**config.mk**
```make
export PLATFORM = sky130hd
export DESIGN_NAME = exec_result_select
export DESIGN_NICKNAME = d
export VERILOG_FILES = /design/src/rtl/exec_result_select.sv
export SDC_FILE = /design/constraint.sdc
export NUM_CORES = 1
export LEC_CHECK = 0
export ABC_AREA = 1
export CELL_PAD_IN_SITES_DETAIL_PLACEMENT = 0
export CELL_PAD_IN_SITES_GLOBAL_PLACEMENT = 2
export CORE_MARGIN = 3
export CORE_UTILIZATION = 24
export CTS_BUF_LIST = sky130_fd_sc_hd__clkbuf_8 sky130_fd_sc_hd__clkbuf_16
export CTS_CLUSTER_SIZE = 16
export DETAILED_ROUTE_END_ITERATION = 8
export PLACE_DENSITY_LB_ADDON = 0.1
export SYNTH_ARGS = -nofsm -noshare
export SYNTH_HDL_FRONTEND = slang
export SYNTH_SLANG_ARGS = --single-unit
```
**constraint.sdc**
```tcl
create_clock -name clk -period 2.3 [get_ports clk]
set_input_delay 0.46 -clock clk [delete_from_list [all_inputs] [get_ports clk]]
set_output_delay 0.46 -clock clk [all_outputs]
set_load 0.02 [all_outputs]
```
**src/rtl/exec_result_select.sv**
```systemverilog
// rtl/exec_result_select.sv - execute-stage result selector over NUM_SRC variable-latency units
module exec_result_select #(
  parameter int XLEN        = 32,
  parameter int NUM_SRC     = 3,
  parameter int TIMEOUT_CYC = 64,
  localparam int SEL_W      = (NUM_SRC > 1) ? $clog2(NUM_SRC) : 1
) (
  input  logic                    clk,
  input  logic                    rst_n,
  input  logic                    issueValid,
  output logic                    issueReady,
  input  logic [SEL_W-1:0]        issueSel,
  input  logic [4:0]              issueRd,
  input  logic [NUM_SRC-1:0]      srcValid,
  input  logic [NUM_SRC*XLEN-1:0] srcData,
  output logic                    wbValid,
  input  logic                    wbReady,
  output logic [XLEN-1:0]         wbData,
  output logic [4:0]              wbRd,
  output logic                    wbErr,
  output logic                    stall
);

  localparam int CNT_W = $clog2(TIMEOUT_CYC + 1);
  localparam logic [SEL_W:0] NUM_SRC_V = (SEL_W + 1)'(NUM_SRC);
  localparam logic [CNT_W-1:0] CNT_LAST = CNT_W'(TIMEOUT_CYC - 1);

  typedef enum logic [1:0] {IDLE, WAIT, HOLD} state_t;

  state_t            state_q, state_n;
  logic [SEL_W-1:0]  sel_q, sel_n;
  logic [CNT_W-1:0]  cnt_q, cnt_n;
  logic [XLEN-1:0]   data_n;
  logic [4:0]        rd_n;
  logic              err_n;

  logic              accept, bad_sel;
  logic              issue_hit, wait_hit;
  logic [XLEN-1:0]   issue_data, wait_data;

  assign issueReady = (state_q == IDLE) || ((state_q == HOLD) && wbReady);
  assign accept     = issueValid && issueReady;
  assign stall      = issueValid && !issueReady;
  assign wbValid    = (state_q == HOLD);
  assign bad_sel    = {1'b0, issueSel} >= NUM_SRC_V;

  // Two independent selectors: one for the unit named by the incoming issue,
  // one for the unit latched by the op already waiting.
  always_comb begin
    issue_hit  = 1'b0;
    issue_data = '0;
    wait_hit   = 1'b0;
    wait_data  = '0;
    for (int i = 0; i < NUM_SRC; i++) begin
      if (issueSel == SEL_W'(i)) begin
        issue_hit  = srcValid[i];
        issue_data = srcData[i*XLEN +: XLEN];
      end
      if (sel_q == SEL_W'(i)) begin
        wait_hit  = srcValid[i];
        wait_data = srcData[i*XLEN +: XLEN];
      end
    end
  end

  always_comb begin
    state_n = state_q;
    sel_n   = sel_q;
    cnt_n   = cnt_q;
    data_n  = wbData;
    rd_n    = wbRd;
    err_n   = wbErr;

    case (state_q)
      WAIT: begin
        if (wait_hit) begin
          data_n  = wait_data;
          err_n   = 1'b0;
          state_n = HOLD;
        end else if (cnt_q == CNT_LAST) begin
          data_n  = '0;
          err_n   = 1'b1;
          state_n = HOLD;
        end else begin
          cnt_n = cnt_q + 1'b1;
        end
      end
      HOLD: begin
        if (wbReady) state_n = IDLE;
      end
      default: state_n = IDLE;
    endcase

    // Acceptance only happens from IDLE or a draining HOLD, so it overrides both.
    if (accept) begin
      sel_n = issueSel;
      rd_n  = issueRd;
      cnt_n = '0;
      if (bad_sel) begin
        data_n  = '0;
        err_n   = 1'b1;
        state_n = HOLD;
      end else if (issue_hit) begin
        data_n  = issue_data;
        err_n   = 1'b0;
        state_n = HOLD;
      end else begin
        state_n = WAIT;
      end
    end
  end

  always_ff @(posedge clk or negedge rst_n) begin
    if (!rst_n) begin
      state_q <= IDLE;
      sel_q   <= '0;
      cnt_q   <= '0;
      wbData  <= '0;
      wbRd    <= '0;
      wbErr   <= 1'b0;
    end else begin
      state_q <= state_n;
      sel_q   <= sel_n;
      cnt_q   <= cnt_n;
      wbData  <= data_n;
      wbRd    <= rd_n;
      wbErr   <= err_n;
    end
  end

endmodule

```
==> key figures <==
Synthesis
  – Yosys Warn Count: 0
  – Top area cells in the synthesized netlist: sky130_fd_sc_hd__dfrtp_1 (30%), sky130_fd_sc_hd__nand2_1 (22%), sky130_fd_sc_hd__nand3_1 (13%)
  – Most frequent cell after synthesis: sky130_fd_sc_hd__nand2_1
  – Sequential fraction of the synthesis area: 0.296
  – Post-synthesis register bit count: 49
  – Number of distinct library cells after synthesis: 28
  – Most used standard cells in the synthesized netlist: sky130_fd_sc_hd__nand2_1 (240), sky130_fd_sc_hd__nand3_1 (111), sky130_fd_sc_hd__inv_1 (84)
  – Share of synthesized flip-flops with an asynchronous set or reset: 1.00
  – Post-Syn Instances: 704
  – Post-Synthesis Net Count: 815
  – Area share of the largest cell type after synthesis: 0.296
  – Number of enable-type register cells in the synthesized netlist: 0
  – Netlist area before placement: 0.00415 mm²
  – Most frequently used flop master after synthesis: sky130_fd_sc_hd__dfrtp_1
  – Largest area contributor in the netlist: sky130_fd_sc_hd__dfrtp_1
  – Post-synthesis average cell area: 5.89 µm²

Worst setup path
  – Worst flop-to-flop path startpoint: cnt_q[0]
  – CP max stage delay: around 600 ps
  – Startpoint class of the critical path: primary input
  – Slowest cell on the critical path: sky130_fd_sc_hd__clkdlybuf4s50_1
  – Worst endpoint data arrival time: ~1800 ps
  – Critical Path Source: wbReady
  – Req. time, crit path: 1840 ps
  – Crit Path Max Fanout: 2
  – Crit path cell chain: clkdlybuf4s50_1 > inv_1 > nand2_1 > nand2_1 > inv_1 > clkdlybuf4s50_1
  – Critical path endpoint category: primary output
  – Setup Crit Path Kind: primary input to primary output

Route
  – Total Wirelength: approximately 17 mm
  – Initial drt markers: about 250
  – Remaining antenna violation count after routing: 0
  – DR WL/cell: 16.1 µm
  – Total number of vias: 5013
  – Per-cell via count in the routed design: ~4.6
  – Pre-antenna DRT Iters: 5
  – DRC violations left: 0

Finish
  – Number of antenna repair diodes: 0
  – Final cell count without fillers: approximately 1.1k
  – Area growth, synth to finish: 49.4%
  – Fillcell total: 1810
  – Final layout net count: a little under 1k
  – Area of all placed cells without fillers: between 0.006 and 0.007 mm²
  – Proportion of layout cells with a drive suffix above 1: 0.0698

Power and ir drop
  – Peak ir drop on the vdd network: around 0.48 mV
  – Switching share of power: 0.465
  – Proportion of power drawn by the clock network: 0.131
  – Power share of the sequential group: 0.244
  – Power density over cell area: approximately 1000 mW/mm²
  – Static Leak: around 3.1 nW
  – Int Pwr: about 0.0033 W
  – Portion of total power attributed to combinational logic: 0.625
  – Psw: ~0.0028 W

Place
  – Placement-stage cell area: roughly 0.0060 mm²
  – Estimated wirelength of the detail-placed design: between 10 and 15 mm
  – Worst slack after detailed placement: about 24 ps
  – Placed Cells: 1072
  – Number of port buffers: 150
  – Placer's final routability congestion estimate: between 0.8 and 0.9

Timing
  – Setup repair after global routing missed its margin: yes
  – Worst slew margin: 0.621
  – Count of endpoints failing hold in the final timing report: 0
  – Timing-limited maximum frequency: about 0.45 GHz
  – Setup ws final: around 76 ps
  – Actual slew at the worst max-slew pin: 567 ps
  – Clock tree skew after final layout: 10.1 ps
  – Final setup fails: 0
  – Shortest period the worst path allows: ~2200 ps
  – Ratio of final minimum period to clock period: 0.967
  – Max-slew violation total from the final report: 0

Run
  – Number of maximum-capacitance violations: 0

Global routing
  – Number of antenna violations at the first check in global routing: 1
  – Via count of the first global-routing pass: 5032
  – Largest net degree at the start of global routing: 29
  – Tot GR Track Use: 0.184
  – Global-route wire length before repair: around 27 mm
  – Total congestion overflow after global routing: 0

Floorplan
  – Initial Utilization: 0.247
  – Horizontal die dimension: about 140 µm
  – Die outline height: between 100 and 150 µm
  – Number of standard-cell rows in the floorplan: 47
  – Area inside the core boundary: around 0.017 mm²
  – Io pins: roughly 150
  – Die ar.: roughly 0.019 mm²

Clock tree
  – Clock tree root buffer cell: sky130_fd_sc_hd__clkbuf_16
  – Insertion delay to the later sink of the worst-skew pair: between 300 and 400 ps
  – Clock-pin slew on the worst setup and hold paths: around 70 ps
  – CTS sink count: 49
  – Total number of H-tree levels: 2
  – Clock tree from TritonCTS: yes
  – Clock tree buffer depth: 2
  – TritonCTS Buffers: 5
  – Buffer count from post-CTS setup fixing: 0

Worst hold path
  – Worst hold path type: primary input to async pin

Status
  – Status: completed
==> registers in the layout, summed over array words and instances, names as in the netlist <==
signal   cells
state_q      2
wbRd         5
sel_q        2
cnt_q        7
wbErr        1
wbData      32
==> layout make-up <==
class | instances | area [µm²] | share of cell area
clock buffer | 5 | 125 | 0.0202
timing repair buffer | 186 | 1830 | 0.296
multi-input combinational | 527 | 2370 | 0.383
sequential | 49 | 1230 | 0.198
inverter | 90 | 338 | 0.0545
tap | 220 | 275 | 0.0444
clock inverter | 3 | 26.3 | 0.00424
==> repair_timing <==
| action | in CTS | in global routing |
|---|---|---|
| setup endpoints to repair | 0 | 5 |
| hold buffers | 0 | 0 |
| gates resized for setup | 0 | 1 |
==> logic make-up after synthesis <==
logic type	share of synthesized area
adder cells (fa/ha/maj)	0.00302
buffers and inverters	0.133
flip-flops	0.296
AND/OR/NAND/NOR	0.435
AO/OA/AOI/OAI	0.125
XOR/XNOR	0.00845
==> path summary, 6_finish.rpt <==
kind | cells past startpoint | end | slack, ps
setup / recovery | 6 | issueReady | 80
hold / removal | 1 | wbData[23] | 80
setup reg to reg | 6 | wbData[0] | 200
hold reg to reg | 2 | wbRd[1] | 480
max in group asynchronous | 2 | wbData[25] | 1610
min in group clk | 2 | wbRd[1] | 480
==> cells in the final DEF, fill, tap and decap left out <==
master / count
sky130_fd_sc_hd__nand3_2: 4
sky130_fd_sc_hd__buf_4: 31
sky130_fd_sc_hd__ha_1: 1
sky130_fd_sc_hd__o21ai_1: 1
sky130_fd_sc_hd__nand2_2: 2
sky130_fd_sc_hd__buf_2: 1
sky130_fd_sc_hd__nand3b_1: 1
sky130_fd_sc_hd__nor3_1: 2
sky130_fd_sc_hd__a21oi_1: 34
sky130_fd_sc_hd__clkbuf_16: 5
sky130_fd_sc_hd__xnor2_1: 1
sky130_fd_sc_hd__nand3_1: 111
sky130_fd_sc_hd__o31ai_1: 1
sky130_fd_sc_hd__nand2_1: 240
sky130_fd_sc_hd__inv_2: 4
sky130_fd_sc_hd__clkdlybuf4s50_1: 148
sky130_fd_sc_hd__o211ai_1: 16
sky130_fd_sc_hd__nor2_1: 63
sky130_fd_sc_hd__o2111ai_1: 1
sky130_fd_sc_hd__buf_12: 5
sky130_fd_sc_hd__inv_1: 84
sky130_fd_sc_hd__inv_6: 3
sky130_fd_sc_hd__nor2_8: 1
sky130_fd_sc_hd__dfrtp_1: 49
sky130_fd_sc_hd__xor2_1: 3
sky130_fd_sc_hd__nor2_2: 4
sky130_fd_sc_hd__clkinv_1: 2
sky130_fd_sc_hd__dlymetal6s2s_1: 1
sky130_fd_sc_hd__o21ai_0: 41
==> critical path, delay by kind of cell <==
kind | cells | cell delay [ps]
buf+inv | 4 | 1190
simple gates | 2 | 120
==> through the flow <==
step / total power [W] / TNS [ps] / hold slack, ps / utilization
after global placement: 0.00534 / 0 / 407 / 0.360
after detailed placement: 0.00536 / 0 / 409 / 0.360
after floorplan: 0.00366 / 0 / 164 / -
after CTS: 0.00620 / 0 / 74.9 / 0.369
final: 0.00609 / 0 / 76.7 / 0.370
after global routing: 0.00663 / -27.1 / 94.7 / 0.370
==> layer usage <==
layer  wire [µm]  vias to the layer above  GRT usage
met5          13                        -          0
met1        7540                     2276      0.237
li1            -                     2542          -
met3        1440                       19     0.0457
met4         281                        2     0.0477
met2        8150                      174      0.309
==> power groups by stage <==
stage / clock network [W] / registers [W] / logic, W
after global routing: 0.000870 / 0.00154 / 0.00422
final: 0.000797 / 0.00149 / 0.00381
after detailed placement: 0 / 0.00151 / 0.00385
after floorplan: 0 / 0.00184 / 0.00182
after CTS: 0.000836 / 0.00150 / 0.00387
after global placement: 0 / 0.00152 / 0.00382
Note: power is estimated with default switching activity, not from simulation.
